--- src/rtl/jtag_uart_pkg.sv ---
// ============================================================================
// Module      : jtag_uart_pkg
// Description : Shared register-map constants and the access state type for
//               the JTAG UART responder.
// Revision    : 1.0 - initial release
// ============================================================================
`default_nettype none

package jtag_uart_pkg;

  localparam logic [2:0] ADDR_DATA    = 3'd0;
  localparam logic [2:0] ADDR_CONTROL = 3'd4;

  localparam int RVALID_BIT = 15;
  localparam int RAVAIL_LSB = 16;
  localparam int WSPACE_LSB = 16;
  localparam int RE_BIT     = 0;
  localparam int WE_BIT     = 1;
  localparam int RI_BIT     = 8;
  localparam int WI_BIT     = 9;

  typedef enum logic {
    ST_IDLE = 1'b0,
    ST_ACK  = 1'b1
  } ack_state_e;

endpackage

`default_nettype wire

--- src/rtl/jtag_uart_responder_byte_fifo.sv ---
// ============================================================================
// Module      : byte_fifo
// Description : Byte-wide FIFO, 2**DEPTH_LOG2 entries, registered occupancy.
// Revision    : 1.0 - initial release
// ============================================================================
`default_nettype none

module byte_fifo #(
  parameter int DEPTH_LOG2 = 4
) (
  input  logic                  clock,
  input  logic                  reset,
  input  logic                  push,
  input  logic [7:0]            push_data,
  input  logic                  pop,
  output logic [7:0]            head,
  output logic [DEPTH_LOG2:0]   count,
  output logic                  full,
  output logic                  empty
);

  localparam int CW = DEPTH_LOG2 + 1;
  localparam logic [CW-1:0]         DEPTH_CNT = {1'b1, {DEPTH_LOG2{1'b0}}};
  localparam logic [CW-1:0]         CNT_ONE   = {{DEPTH_LOG2{1'b0}}, 1'b1};
  localparam logic [DEPTH_LOG2-1:0] PTR_ONE   = {{(DEPTH_LOG2-1){1'b0}}, 1'b1};

  logic [7:0]            mem_q [1 << DEPTH_LOG2];
  logic [DEPTH_LOG2-1:0] wr_ptr_q;
  logic [DEPTH_LOG2-1:0] rd_ptr_q;
  logic [CW-1:0]         count_q;
  logic                  do_push;
  logic                  do_pop;

  assign empty   = (count_q == '0);
  assign full    = (count_q == DEPTH_CNT);
  // A pop at full frees the slot the same-cycle push lands in; no bypass at empty.
  assign do_pop  = pop & ~empty;
  assign do_push = push & (~full | do_pop);
  assign head    = mem_q[rd_ptr_q];
  assign count   = count_q;

  always_ff @(posedge clock or negedge reset) begin
    if (!reset) begin
      wr_ptr_q <= '0;
      rd_ptr_q <= '0;
      count_q  <= '0;
    end else begin
      if (do_push) wr_ptr_q <= wr_ptr_q + PTR_ONE;
      if (do_pop)  rd_ptr_q <= rd_ptr_q + PTR_ONE;
      if (do_push && !do_pop)      count_q <= count_q + CNT_ONE;
      else if (do_pop && !do_push) count_q <= count_q - CNT_ONE;
    end
  end

  always_ff @(posedge clock) begin
    if (do_push) mem_q[wr_ptr_q] <= push_data;
  end

endmodule

`default_nettype wire

--- src/rtl/jtag_uart_responder.sv ---
// ============================================================================
// Module      : jtag_uart_responder
// Description : Avalon-MM JTAG UART register map backed by RX/TX byte FIFOs.
//               Define JTAG_UART_RESP_IRQ_EN to add the irq output and the
//               CONTROL interrupt enable/pending bits.
// Revision    : 1.0 - initial release
// ============================================================================
`default_nettype none

module jtag_uart_responder
  import jtag_uart_pkg::*;
#(
  parameter int DEPTH_LOG2 = 4
) (
  input  logic        clock,
  input  logic        reset,
  input  logic [2:0]  address,
  input  logic [31:0] writedata,
  input  logic        write,
  input  logic        read,
  output logic        waitrequest,
  output logic [31:0] readdata,
  input  logic        host_in_canGet,
  input  logic [7:0]  host_in_getData,
  output logic        host_in_get,
  output logic        host_out_canGet,
  output logic [7:0]  host_out_getData,
  input  logic        host_out_get
`ifdef JTAG_UART_RESP_IRQ_EN
  ,
  output logic        irq
`endif
);

  localparam int CW = DEPTH_LOG2 + 1;
  localparam logic [CW-1:0] DEPTH_CNT = {1'b1, {DEPTH_LOG2{1'b0}}};
  localparam logic [CW-1:0] CNT_ONE   = {{DEPTH_LOG2{1'b0}}, 1'b1};

  ack_state_e    state_q, state_d;
  logic [31:0]   readdata_q, readdata_d;
  logic [31:0]   reg_rdata;
  logic          access, is_write, tx_block;
  logic          rx_pop, tx_push;
  logic [7:0]    rx_head, tx_head;
  logic [CW-1:0] rx_count, tx_count;
  logic          rx_full, rx_empty, tx_full, tx_empty;
  logic          unused_wdata;

  assign access       = read | write;
  assign is_write     = write & ~read;
  assign tx_block     = is_write & (address == ADDR_DATA) & tx_full;
  assign waitrequest  = access & (state_q == ST_IDLE);
  assign readdata     = readdata_q;
  assign unused_wdata = ^writedata[31:8];

  // Pop decision uses the RVALID captured with the data, not the live count.
  assign rx_pop  = (state_q == ST_ACK) & read & (address == ADDR_DATA) & readdata_q[RVALID_BIT];
  assign tx_push = (state_q == ST_ACK) & is_write & (address == ADDR_DATA);

  assign host_in_get      = reset & host_in_canGet & (~rx_full | rx_pop);
  assign host_out_canGet  = ~tx_empty;
  assign host_out_getData = tx_head;

`ifdef JTAG_UART_RESP_IRQ_EN
  logic re_q, we_q, irq_q, ctrl_wr;

  assign ctrl_wr = (state_q == ST_ACK) & is_write & (address == ADDR_CONTROL);
  assign irq     = irq_q;

  always_ff @(posedge clock or negedge reset) begin
    if (!reset) begin
      re_q  <= 1'b0;
      we_q  <= 1'b0;
      irq_q <= 1'b0;
    end else begin
      if (ctrl_wr) begin
        re_q <= writedata[RE_BIT];
        we_q <= writedata[WE_BIT];
      end
      irq_q <= (re_q & ~rx_empty) | (we_q & tx_empty);
    end
  end
`endif

  always_comb begin
    reg_rdata = '0;
    case (address)
      ADDR_DATA: begin
        if (!rx_empty) begin
          reg_rdata[7:0]              = rx_head;
          reg_rdata[RVALID_BIT]       = 1'b1;
          reg_rdata[RAVAIL_LSB +: 16] = 16'(rx_count - CNT_ONE);
        end
      end
      ADDR_CONTROL: begin
        reg_rdata[WSPACE_LSB +: 16] = 16'(DEPTH_CNT - tx_count);
`ifdef JTAG_UART_RESP_IRQ_EN
        reg_rdata[RE_BIT] = re_q;
        reg_rdata[WE_BIT] = we_q;
        reg_rdata[RI_BIT] = re_q & ~rx_empty;
        reg_rdata[WI_BIT] = we_q & tx_empty;
`endif
      end
      default: reg_rdata = '0;
    endcase
  end

  always_comb begin
    state_d    = state_q;
    readdata_d = readdata_q;
    case (state_q)
      ST_IDLE: begin
        if (access) begin
          readdata_d = reg_rdata;
          if (!tx_block) state_d = ST_ACK;
        end
      end
      ST_ACK:  state_d = ST_IDLE;
      default: state_d = ST_IDLE;
    endcase
  end

  always_ff @(posedge clock or negedge reset) begin
    if (!reset) begin
      state_q    <= ST_IDLE;
      readdata_q <= '0;
    end else begin
      state_q    <= state_d;
      readdata_q <= readdata_d;
    end
  end

  byte_fifo #(.DEPTH_LOG2(DEPTH_LOG2)) u_rx_fifo (
    .clock     (clock),
    .reset     (reset),
    .push      (host_in_get),
    .push_data (host_in_getData),
    .pop       (rx_pop),
    .head      (rx_head),
    .count     (rx_count),
    .full      (rx_full),
    .empty     (rx_empty)
  );

  byte_fifo #(.DEPTH_LOG2(DEPTH_LOG2)) u_tx_fifo (
    .clock     (clock),
    .reset     (reset),
    .push      (tx_push),
    .push_data (writedata[7:0]),
    .pop       (host_out_get),
    .head      (tx_head),
    .count     (tx_count),
    .full      (tx_full),
    .empty     (tx_empty)
  );

endmodule

`default_nettype wire

--- config.mk ---
export PLATFORM = sky130hd
export DESIGN_NAME = jtag_uart_responder
export DESIGN_NICKNAME = d
export VERILOG_FILES = /design/src/rtl/jtag_uart_pkg.sv /design/src/rtl/jtag_uart_responder_byte_fifo.sv /design/src/rtl/jtag_uart_responder.sv
export SDC_FILE = /design/constraint.sdc
export NUM_CORES = 1
export LEC_CHECK = 0
export ABC_AREA = 1
export CAP_MARGIN = 20
export CORE_ASPECT_RATIO = 2
export CORE_MARGIN = 3
export CORE_UTILIZATION = 25
export CTS_CLUSTER_SIZE = 40
export DETAILED_ROUTE_END_ITERATION = 6
export GPL_TIMING_DRIVEN = 1
export PLACE_DENSITY = 0.4
export REMOVE_ABC_BUFFERS = 1
export SETUP_SLACK_MARGIN = 0.15
export SYNTH_ARGS = -nofsm -noshare
export SYNTH_HDL_FRONTEND = slang
export SYNTH_HIERARCHICAL = 1
export SYNTH_SLANG_ARGS = --single-unit
--- constraint.sdc ---
create_clock -name clock -period 2.5 [get_ports clock]
set_input_delay 0.75 -clock clock [delete_from_list [all_inputs] [get_ports clock]]
set_output_delay 0.75 -clock clock [all_outputs]
set_load 0.01 [all_outputs]
==> impl_results.html, run 1 <==
<table>
<tr><th>Metric</th><th>Value</th></tr>
<tr><th colspan="2">Run status</th></tr>
<tr><td>Result of the run</td><td>finished with violations</td></tr>
<tr><td>Violations in the final reports</td><td>setup timing</td></tr>
<tr><th colspan="2">Detailed routing</th></tr>
<tr><td>Met3 wire len</td><td>~1100 microns</td></tr>
<tr><td>Total number of vias</td><td>between 9000 and 10000</td></tr>
<tr><td>DRC viols</td><td>0</td></tr>
<tr><td>Initial DRC Count</td><td>about 490</td></tr>
<tr><td>Vias per cell</td><td>between 4 and 5</td></tr>
<tr><td>Detail Route Antenna Nets</td><td>0</td></tr>
<tr><td>DR WL met2</td><td>approximately 24000 microns</td></tr>
<tr><td>Highest signal layer in the routed design</td><td>met4</td></tr>
<tr><td>Met1 layer wirelength in the final routing</td><td>~13000 microns</td></tr>
<tr><td>First-pass DRT Iterations</td><td>4</td></tr>
<tr><td>Drt total wl</td><td>between 40000 and 50000 microns</td></tr>
<tr><td>Avg WL per Cell</td><td>about 18 microns</td></tr>
<tr><th colspan="2">STA</th></tr>
<tr><td>Final period demand of the worst path</td><td>2.800 ns</td></tr>
<tr><td>Skew final</td><td>approximately 0.015 ns</td></tr>
<tr><td>Hold violation count in the final report</td><td>0</td></tr>
<tr><td>Maximum achievable frequency</td><td>~0.36 GHz</td></tr>
<tr><td>Number of pins exceeding their max-slew limit in the final report</td><td>0</td></tr>
<tr><td>RSZ-0062 raised after global routing</td><td>true</td></tr>
<tr><td>Remaining max-slew budget at the tightest pin</td><td>0.5848</td></tr>
<tr><td>Final worst path period share</td><td>1.120</td></tr>
<tr><td>Final worst setup slack</td><td>-0.3005 ns</td></tr>
<tr><td>Setup violation total in the final timing report</td><td>9</td></tr>
<tr><td>Worst slew pin tran</td><td>around 0.62 ns</td></tr>
<tr><th colspan="2">Logic synthesis</th></tr>
<tr><td>Number of synthesized register bits</td><td>just under 300</td></tr>
<tr><td>Instance count of the mapped netlist</td><td>between 1000 and 1500</td></tr>
<tr><td>Summed instance area of the synthesized netlist</td><td>13740 sq um</td></tr>
<tr><td>Yosys synthesis warning count</td><td>6</td></tr>
<tr><td>Sequential cell area fraction in the yosys report</td><td>0.6362</td></tr>
<tr><td>Number of distinct library cells after synthesis</td><td>35</td></tr>
<tr><td>Avg Synthesized Cell Area</td><td>~9.7 sq um</td></tr>
<tr><th colspan="2">Cells and area</th></tr>
<tr><td>ANT cells</td><td>0</td></tr>
<tr><td>Storage cell area</td><td>just under 9000 sq um</td></tr>
<tr><td>Total of fill cells in the finished design</td><td>5487</td></tr>
<tr><td>Area taken by multi-input logic gates</td><td>about 4500 sq um</td></tr>
<tr><td>Proportion of layout cells with a drive suffix above 1</td><td>0.2443</td></tr>
<tr><td>Layout Nets</td><td>1670</td></tr>
<tr><td>Layout overhead on the synthesized area</td><td>29.91%</td></tr>
<tr><th colspan="2">Clocking</th></tr>
<tr><td>Clock Tree Buf Depth</td><td>3</td></tr>
<tr><td>Number of buffers created by CTS</td><td>29</td></tr>
<tr><td>Later-pin clock latency in the skew report</td><td>about 0.57 ns</td></tr>
<tr><td>CTS Hold Bufs</td><td>0</td></tr>
<tr><td>Root Buffer Master</td><td>clkbuf_16</td></tr>
<tr><td>Number of H-tree branching levels</td><td>1</td></tr>
<tr><td>Clock Sink Count</td><td>~300</td></tr>
<tr><td>CTS tree</td><td>built</td></tr>
<tr><td>Clock Pin Slew Worst Setup and Hold Paths</td><td>around 0.070 ns</td></tr>
<tr><th colspan="2">Global routing</th></tr>
<tr><td>Pin count of the biggest net entering global routing</td><td>70</td></tr>
<tr><td>Global-route total usage across every layer</td><td>0.1394</td></tr>
<tr><td>First-pass GRT wire length</td><td>60520 microns</td></tr>
<tr><td>Antenna violations before repair</td><td>0</td></tr>
<tr><td>Gr ovfl total</td><td>0</td></tr>
<tr><td>Vias in the first global route</td><td>just over 10000</td></tr>
<tr><th colspan="2">Setup path</th></tr>
<tr><td>Maximum fanout along the worst path</td><td>5</td></tr>
<tr><td>Setup crit end kind</td><td>output port</td></tr>
<tr><td>Data arrival time of the critical path</td><td>~2.1 ns</td></tr>
<tr><td>Start-to-end type of the worst setup path</td><td>reg -&gt; out</td></tr>
<tr><td>Slack of the worst reg-to-reg path</td><td>about 0.30 ns</td></tr>
<tr><td>Chain of cells forming the critical path</td><td>inv_4 -&gt; buf_4 -&gt; buf_8 -&gt; buf_12 -&gt; nand2_1 -&gt; nand3_1 -&gt; nand3_2 -&gt; nand2_2 -&gt; nand2_2 -&gt; buf_6</td></tr>
<tr><td>Max stage delay on crit path</td><td>0.46 ns</td></tr>
<tr><td>Required time at the worst-slack endpoint</td><td>approximately 1.8 ns</td></tr>
<tr><td>Worst-case reg-to-reg path depth</td><td>14</td></tr>
<tr><td>Library cell contributing the largest single delay on the critical path</td><td>dfrtp_2</td></tr>
<tr><td>Crit start category</td><td>register</td></tr>
<tr><td>Worst reg2reg endpoint</td><td>u_rx_fifo/count[4]$_DFFE_PN0P_</td></tr>
<tr><td>Most used cell along the critical path</td><td>nand2_2</td></tr>
<tr><td>Launch point of the worst reg-to-reg path</td><td>state_q$_DFF_PN0_</td></tr>
<tr><th colspan="2">Die</th></tr>
<tr><td>DIE AREA</td><td>between 50000 and 60000 sq um</td></tr>
<tr><td>Die Span Y</td><td>between 300 and 400 microns</td></tr>
<tr><td>I/O pin count</td><td>92</td></tr>
<tr><td>Initial Util</td><td>0.2548</td></tr>
<tr><td>Horizontal extent of the die</td><td>171.7 microns</td></tr>
<tr><td>Area of the core region</td><td>around 54000 sq um</td></tr>
<tr><td>Row Count</td><td>120</td></tr>
<tr><th colspan="2">Power</th></tr>
<tr><td>Worst ir drop on vdd</td><td>roughly 0.5 mV</td></tr>
<tr><td>PwrDens</td><td>988.6 nW/um^2</td></tr>
<tr><td>PnR Total Power</td><td>approximately 18 mW</td></tr>
<tr><td>Leakage power</td><td>7.614 nW</td></tr>
<tr><th colspan="2">Min path</th></tr>
<tr><td>Class of the worst hold path</td><td>in -&gt; async</td></tr>
<tr><th colspan="2">Placed design</th></tr>
<tr><td>Global placement routability congestion</td><td>approximately 0.80</td></tr>
<tr><td>Setup WS pre-CTS</td><td>-0.6415 ns</td></tr>
<tr><td>HPWL reported at the end of detailed placement</td><td>around 29000 microns</td></tr>
<tr><td>Input/output buffers</td><td>60</td></tr>
<tr><th colspan="2">Flow run</th></tr>
<tr><td>Total of max-cap violations</td><td>0</td></tr>
</table>
==> cell families (layout without fill, tap and decap cells) <==
family / count (synthesis) / in the layout / synth area share
AND/OR/NAND/NOR: 841 / 841 / 0.2547
flip-flops: 298 / 298 / 0.6362
AO/OA/AOI/OAI: 14 / 14 / 0.005921
buffers and inverters: 228 / 430 / 0.07606
other: 1 / 7 / 0.0002730
XOR/XNOR: 9 / 9 / 0.005738
adder cells (fa/ha/maj): 22 / 22 / 0.02113
==> stage by stage <==
step / hold WS, ns / TNS, ns / cell area, sq um / instances / util
5_1_grt: 0.4515 / -2.993 / 17840 / 2292 / 0.3311
4_1_cts: 0.4142 / -2.666 / 17500 / 2284 / 0.3247
3_3_place_gp: 0.4697 / -66.37 / 15750 / 2206 / 0.2922
6_report: 0.4355 / -2.222 / 17840 / 2292 / 0.3311
2_1_floorplan: 0.4544 / -52.36 / 13320 / 1351 / -
3_5_place_dp: 0.4675 / -71.43 / 15750 / 2206 / 0.2922
==> cells in the final DEF, fill, tap and decap left out, types with 6 or more instances in the layout <==
cell	instances
clkinv_2	6
inv_2	30
nand2_1	490
inv_4	9
nand3_2	28
edfxtp_1	256
clkdlybuf4s50_1	31
nor2_1	78
clkbuf_16	35
ha_1	15
o21ai_1	6
nand3_1	111
buf_16	7
dlygate4sd2_1	14
buf_6	17
dfrtp_1	39
conb_1	7
inv_1	120
buf_4	124
nor2_2	16
buf_12	11
nor2_4	24
nor3_1	30
nand2_2	45
==> worst max-delay path by stage <==
stage	from	to	slack (ns)
after global routing	u_tx_fifo/rd_ptr_q[0]$_DFFE_PN0P_	host_out_getData[6]	-0.37
after global placement	address[1]	u_tx_fifo/mem_q[11][4]$_DFFE_PP_	-0.61
after CTS	u_tx_fifo/rd_ptr_q[0]$_DFFE_PN0P_	host_out_getData[0]	-0.35
after floorplan	u_tx_fifo/rd_ptr_q[0]$_DFFE_PN0P_	host_out_getData[5]	-0.93
after detailed placement	address[1]	u_tx_fifo/count[4]$_DFFE_PN0P_	-0.64
final	u_tx_fifo/rd_ptr_q[0]$_DFFE_PN0P_	host_out_getData[7]	-0.30
==> critical path, delay by kind of cell, from the launching register on <==
family / cells / cell delay (ns)
buffers and inverters: 5 / 0.58
flip-flops: 1 / 0.46
AND/OR/NAND/NOR: 5 / 0.44
==> power by group <==
part           total (mW)  leakage [nW]  switching [mW]  internal, mW
Combinational        7.08          4.29            4.04          3.04
Sequential           5.98          2.84           0.281          5.70
Clock                4.59         0.486            2.00          2.59
==> cell usage after synthesis <==
master | number | area (sq um)
buf_8 | 1 | 15.01
ha_1 | 20 | 250.2
inv_1 | 127 | 476.7
inv_2 | 29 | 108.9
buf_2 | 28 | 140.1
conb_1 | 1 | 3.750
o21ai_0 | 6 | 30.03
a21oi_1 | 2 | 10.01
inv_4 | 1 | 6.260
edfxtp_1 | 256 | 7687
nor3_1 | 32 | 160.2
nand3_1 | 132 | 660.6
or2_2 | 1 | 6.260
nand2_1 | 535 | 2008
nand4_1 | 5 | 31.28
nor2_2 | 2 | 12.51
buf_1 | 2 | 7.510
a21oi_4 | 1 | 16.27
dfrtp_1 | 42 | 1051
buf_6 | 6 | 67.56
nor2_4 | 1 | 11.26
nand2_2 | 4 | 25.02
xor2_1 | 4 | 35.03
clkinv_1 | 2 | 7.510
fa_1 | 2 | 40.04
clkinv_2 | 1 | 5.000
nand3_2 | 10 | 100.1
nor2_8 | 1 | 20.02
and3_1 | 1 | 6.260
o21ai_1 | 5 | 25.02
nand4_2 | 2 | 25.02
nor2_1 | 115 | 431.7
clkbuf_1 | 6 | 22.52
buf_4 | 25 | 187.7
xnor2_1 | 5 | 43.79
==> area by class of cell <==
type,count,share of cell area
multi-input combinational,893,0.2532
clock inverter,21,0.01192
inverter,160,0.03485
timing repair buffer,217,0.1194
tap,671,0.04705
clock buffer,32,0.04368
sequential,298,0.4899
==> routing by layer <==
| metal | vias to the layer above | global-route usage |
|---|---|---|
| met5 | - | 0 |
| met4 | 0 | 0.05526 |
| met3 | 72 | 0.01357 |
| met2 | 167 | 0.2968 |
| met1 | 4654 | 0.1293 |
| li1 | 4903 | - |
==> state kept, by name, indices dropped and copies added (netlist names) <==
name                count
state_q                 1
u_tx_fifo/wr_ptr_q      4
readdata               15
u_rx_fifo/count         5
u_rx_fifo/mem_q       128
u_tx_fifo/count         5
u_rx_fifo/rd_ptr_q      4
u_tx_fifo/mem_q       128
u_tx_fifo/rd_ptr_q      4
u_rx_fifo/wr_ptr_q      4
==> what timing repair did <==
item	4_1_cts	5_1_grt
cloned	6	4
pin swaps	47	47
endpoints found under the setup margin	46	32
gates resized for setup	191	65
buffers inserted	19	4
Power figures use the tool's default switching activity.
==> run 2: changes to the inputs <==
==> constraint.sdc (replaced) <==
create_clock -name clock -period 2.29 [get_ports clock]
set_input_delay 0.687 -clock clock [delete_from_list [all_inputs] [get_ports clock]]
set_output_delay 0.687 -clock clock [all_outputs]
set_load 0.01 [all_outputs]
==> run 2 against run 1 <==
The run still ends with setup timing left. Critical path depth increased by 1. Cell count barely moved. Final area is 1.5% lower. Register-to-register slack worse by 0.24 ns. Die area did not move. Routed wire length down 1.8%. First-iteration DRC count shrank 8.7%. Global-route usage down 0.17 points. Sequential cell count stayed put. Clock skew is 0.0044 ns lower. Setup slack got worse by 0.083 ns. Critical path type unchanged. Largest power group unchanged.
==> impl_results.html, run 2 (synthesized netlist as in run 1, its figures left out) <==
<table>
<tr><th>Metric</th><th>Value</th></tr>
<tr><th colspan="2">Cells and area</th></tr>
<tr><td>Layout overhead on the synthesized area</td><td>28.00%</td></tr>
<tr><td>Most common library cell in the layout ignoring fill and taps</td><td>nand2_1</td></tr>
<tr><td>Layout Nets</td><td>1671 (+0.060%)</td></tr>
<tr><td>Most frequent cells in the layout</td><td>nand2_1 (485), edfxtp_1 (256), buf_4 (123)</td></tr>
<tr><td>Total of fill cells in the finished design</td><td>5486 (-0.018%)</td></tr>
<tr><td>Final design instance area without fill</td><td>17580 sq um (-1.5%)</td></tr>
<tr><td>Final design utilization</td><td>0.3262 (-0.004874)</td></tr>
<tr><td>Proportion of layout cells with a drive suffix above 1</td><td>0.2374 (-0.006932)</td></tr>
<tr><td>ANT cells</td><td>0 (unchanged)</td></tr>
<tr><th colspan="2">Setup path</th></tr>
<tr><td>Crit start category</td><td>register</td></tr>
<tr><td>Most used cell along the critical path</td><td>nand2_2</td></tr>
<tr><td>Library cell contributing the largest single delay on the critical path</td><td>dfrtp_2</td></tr>
<tr><td>Setup crit end kind</td><td>output port</td></tr>
<tr><td>Required time at the worst-slack endpoint</td><td>1.60 ns (-0.15 ns)</td></tr>
<tr><td>Max stage delay on crit path</td><td>0.44 ns (-0.02 ns)</td></tr>
<tr><td>Launch point of the worst reg-to-reg path</td><td>u_rx_fifo/count[3]$_DFFE_PN0P_</td></tr>
<tr><td>Maximum fanout along the worst path</td><td>5 (unchanged)</td></tr>
<tr><td>Start-to-end type of the worst setup path</td><td>reg -&gt; out</td></tr>
<tr><td>Chain of cells forming the critical path</td><td>inv_4 -&gt; buf_12 -&gt; buf_16 -&gt; buf_6 -&gt; nand2_2 -&gt; nand2_2 -&gt; nand2_2 -&gt; nand3_2 -&gt; nand2_2 -&gt; nand2_2 -&gt; buf_6</td></tr>
<tr><td>Data arrival time of the critical path</td><td>1.99 ns (-0.06 ns)</td></tr>
<tr><td>Launch point of the critical path</td><td>u_tx_fifo/rd_ptr_q[0]$_DFFE_PN0P_</td></tr>
<tr><th colspan="2">Die</th></tr>
<tr><td>Horizontal extent of the die</td><td>171.7 microns (unchanged)</td></tr>
<tr><td>Initial Util</td><td>0.2548 (unchanged)</td></tr>
<tr><td>Row Count</td><td>120 (unchanged)</td></tr>
<tr><td>Area of the core region</td><td>53900 sq um (unchanged)</td></tr>
<tr><td>Die Span Y</td><td>337.5 microns (unchanged)</td></tr>
<tr><td>DIE AREA</td><td>57960 sq um (unchanged)</td></tr>
<tr><td>I/O pin count</td><td>92 (unchanged)</td></tr>
<tr><th colspan="2">STA</th></tr>
<tr><td>Remaining max-slew budget at the tightest pin</td><td>0.5750 (-0.009719)</td></tr>
<tr><td>Final worst setup slack</td><td>-0.3835 ns (-0.08299 ns)</td></tr>
<tr><td>Maximum achievable frequency</td><td>approximately 0.37 GHz</td></tr>
<tr><td>Hold violation count in the final report</td><td>0 (unchanged)</td></tr>
<tr><td>Number of pins exceeding their max-slew limit in the final report</td><td>0 (unchanged)</td></tr>
<tr><td>Setup violation total in the final timing report</td><td>9 (unchanged)</td></tr>
<tr><td>Final period demand of the worst path</td><td>around 2.7 ns</td></tr>
<tr><td>Fin Setup TNS</td><td>-3.127 ns (-0.9050 ns)</td></tr>
<tr><td>Skew final</td><td>0.01098 ns (-0.004352 ns)</td></tr>
<tr><td>Worst slew pin tran</td><td>0.6374 ns (+0.01458 ns)</td></tr>
<tr><td>Final worst path period share</td><td>1.167</td></tr>
<tr><td>RSZ-0062 raised after global routing</td><td>true</td></tr>
<tr><th colspan="2">Clocking</th></tr>
<tr><td>Clock Pin Slew Worst Setup and Hold Paths</td><td>0.06 ns (about the same)</td></tr>
<tr><td>CTS Hold Bufs</td><td>0 (unchanged)</td></tr>
<tr><td>CTS tree</td><td>built</td></tr>
<tr><td>Clock Tree Buf Depth</td><td>3 (unchanged)</td></tr>
<tr><td>Later-pin clock latency in the skew report</td><td>0.57 ns (about the same)</td></tr>
<tr><td>Clock Sink Count</td><td>298 (unchanged)</td></tr>
<tr><td>Root Buffer Master</td><td>clkbuf_16</td></tr>
<tr><td>Number of buffers created by CTS</td><td>29 (unchanged)</td></tr>
<tr><td>Number of H-tree branching levels</td><td>1 (unchanged)</td></tr>
<tr><th colspan="2">Run status</th></tr>
<tr><td>Violations in the final reports</td><td>setup timing</td></tr>
<tr><td>Result of the run</td><td>finished with violations</td></tr>
<tr><th colspan="2">Min path</th></tr>
<tr><td>Class of the worst hold path</td><td>in -&gt; async</td></tr>
<tr><th colspan="2">Power</th></tr>
<tr><td>Leakage power</td><td>7.565 nW (-0.65%)</td></tr>
<tr><td>PwrDens</td><td>1046 nW/um^2 (+5.8%)</td></tr>
<tr><td>PnR Total Power</td><td>18.39 mW (+4.3%)</td></tr>
<tr><td>Worst ir drop on vdd</td><td>0.6620 mV (+34%)</td></tr>
<tr><th colspan="2">Detailed routing</th></tr>
<tr><td>Detail Route Antenna Nets</td><td>0 (unchanged)</td></tr>
<tr><td>Total number of vias</td><td>9768 (-0.29%)</td></tr>
<tr><td>Avg WL per Cell</td><td>17.46 microns (-1.9%)</td></tr>
<tr><td>DRC viols</td><td>0 (unchanged)</td></tr>
<tr><td>Initial DRC Count</td><td>443 (-8.7%)</td></tr>
<tr><td>Drt total wl</td><td>40030 microns (-1.8%)</td></tr>
<tr><td>Vias per cell</td><td>4.260 (-0.33%)</td></tr>
<tr><td>First-pass DRT Iterations</td><td>6 (+2)</td></tr>
<tr><th colspan="2">Global routing</th></tr>
<tr><td>First-pass GRT wire length</td><td>59350 microns (-1.9%)</td></tr>
<tr><td>Gr ovfl total</td><td>0 (unchanged)</td></tr>
<tr><td>Antenna violations before repair</td><td>1 (+1)</td></tr>
<tr><td>Pin count of the biggest net entering global routing</td><td>83 (+19%)</td></tr>
<tr><td>Vias in the first global route</td><td>9945 (-1.7%)</td></tr>
<tr><td>Global-route total usage across every layer</td><td>0.1377 (-0.001711)</td></tr>
<tr><th colspan="2">Flow run</th></tr>
<tr><td>Total of max-cap violations</td><td>0 (unchanged)</td></tr>
<tr><th colspan="2">Placed design</th></tr>
<tr><td>Setup WS pre-CTS</td><td>-0.7709 ns (-0.1294 ns)</td></tr>
<tr><td>HPWL reported at the end of detailed placement</td><td>28530 microns (-0.54%)</td></tr>
<tr><td>Global placement routability congestion</td><td>0.7840 (-2.2%)</td></tr>
<tr><td>Total placed instance area</td><td>15820 sq um (+0.44%)</td></tr>
<tr><td>Input/output buffers</td><td>60 (unchanged)</td></tr>
</table>
## run 2: layout make-up
type,instances,area (sq um),share of cell area
flip-flops and latches,298,8742,0.4972
multi-input cells,893,4453,0.2533
repair buffers,218,2028,0.1154
clock inverters,11,87.58,0.004981
inverters,160,626.9,0.03565
well taps,671,839.6,0.04775
clock buffers,42,804.5,0.04576
## run 2: worst paths after layout
kind                                                endpoint  slack (ns)  cells after the start
hold / removal             u_tx_fifo/rd_ptr_q[3]$_DFFE_PN0P_        0.29                      2
setup reg to reg              u_rx_fifo/count[3]$_DFFE_PN0P_        0.06                     16
max in group asynchronous           readdata[19]$_DFFE_PN0P_        1.52                      2
min in group clock                   readdata[6]$_DFFE_PN0P_        0.48                      2
setup / recovery                         host_out_getData[4]       -0.38                     11
hold reg to reg                      readdata[6]$_DFFE_PN0P_        0.48                      2
## run 2: power by group
part | leakage [nW] | internal (mW) | switching, mW | total, mW
clock network | 0.435 | 2.55 | 2.06 | 4.61
registers | 2.84 | 6.22 | 0.271 | 6.49
logic | 4.29 | 3.02 | 4.27 | 7.29
total | 7.57 | 11.8 | 6.61 | 18.4
## run 2: critical path: cells and delay by family, from the launching register on
| family | cells | cell delay (ns) |
|---|---|---|
| simple gates | 6 | 0.38 |
| buf+inv | 5 | 0.59 |
| flops | 1 | 0.44 |
## run 2: repair_timing
item                       CTS  global route
buffers inserted            19             4
setup endpoints to repair   76            33
pin swaps                   29            51
resized for setup          172            95
cloned                       2             3
## run 2: through the flow
stage,std cells,hold WS [ns]
2_1_floorplan,1351,0.3914
3_3_place_gp,2212,0.4713
3_5_place_dp,2212,0.4702
4_1_cts,2286,0.2958
5_1_grt,2293,0.3181
6_report,2293,0.2913
## run 2: per-layer routing
layer,track usage,up-vias,routed length (microns)
li1,-,4891,-
met1,0.1321,4632,13490
met2,0.2802,161,23360
met3,0.01556,82,1129
met4,0.06768,2,2036
met5,0,-,10
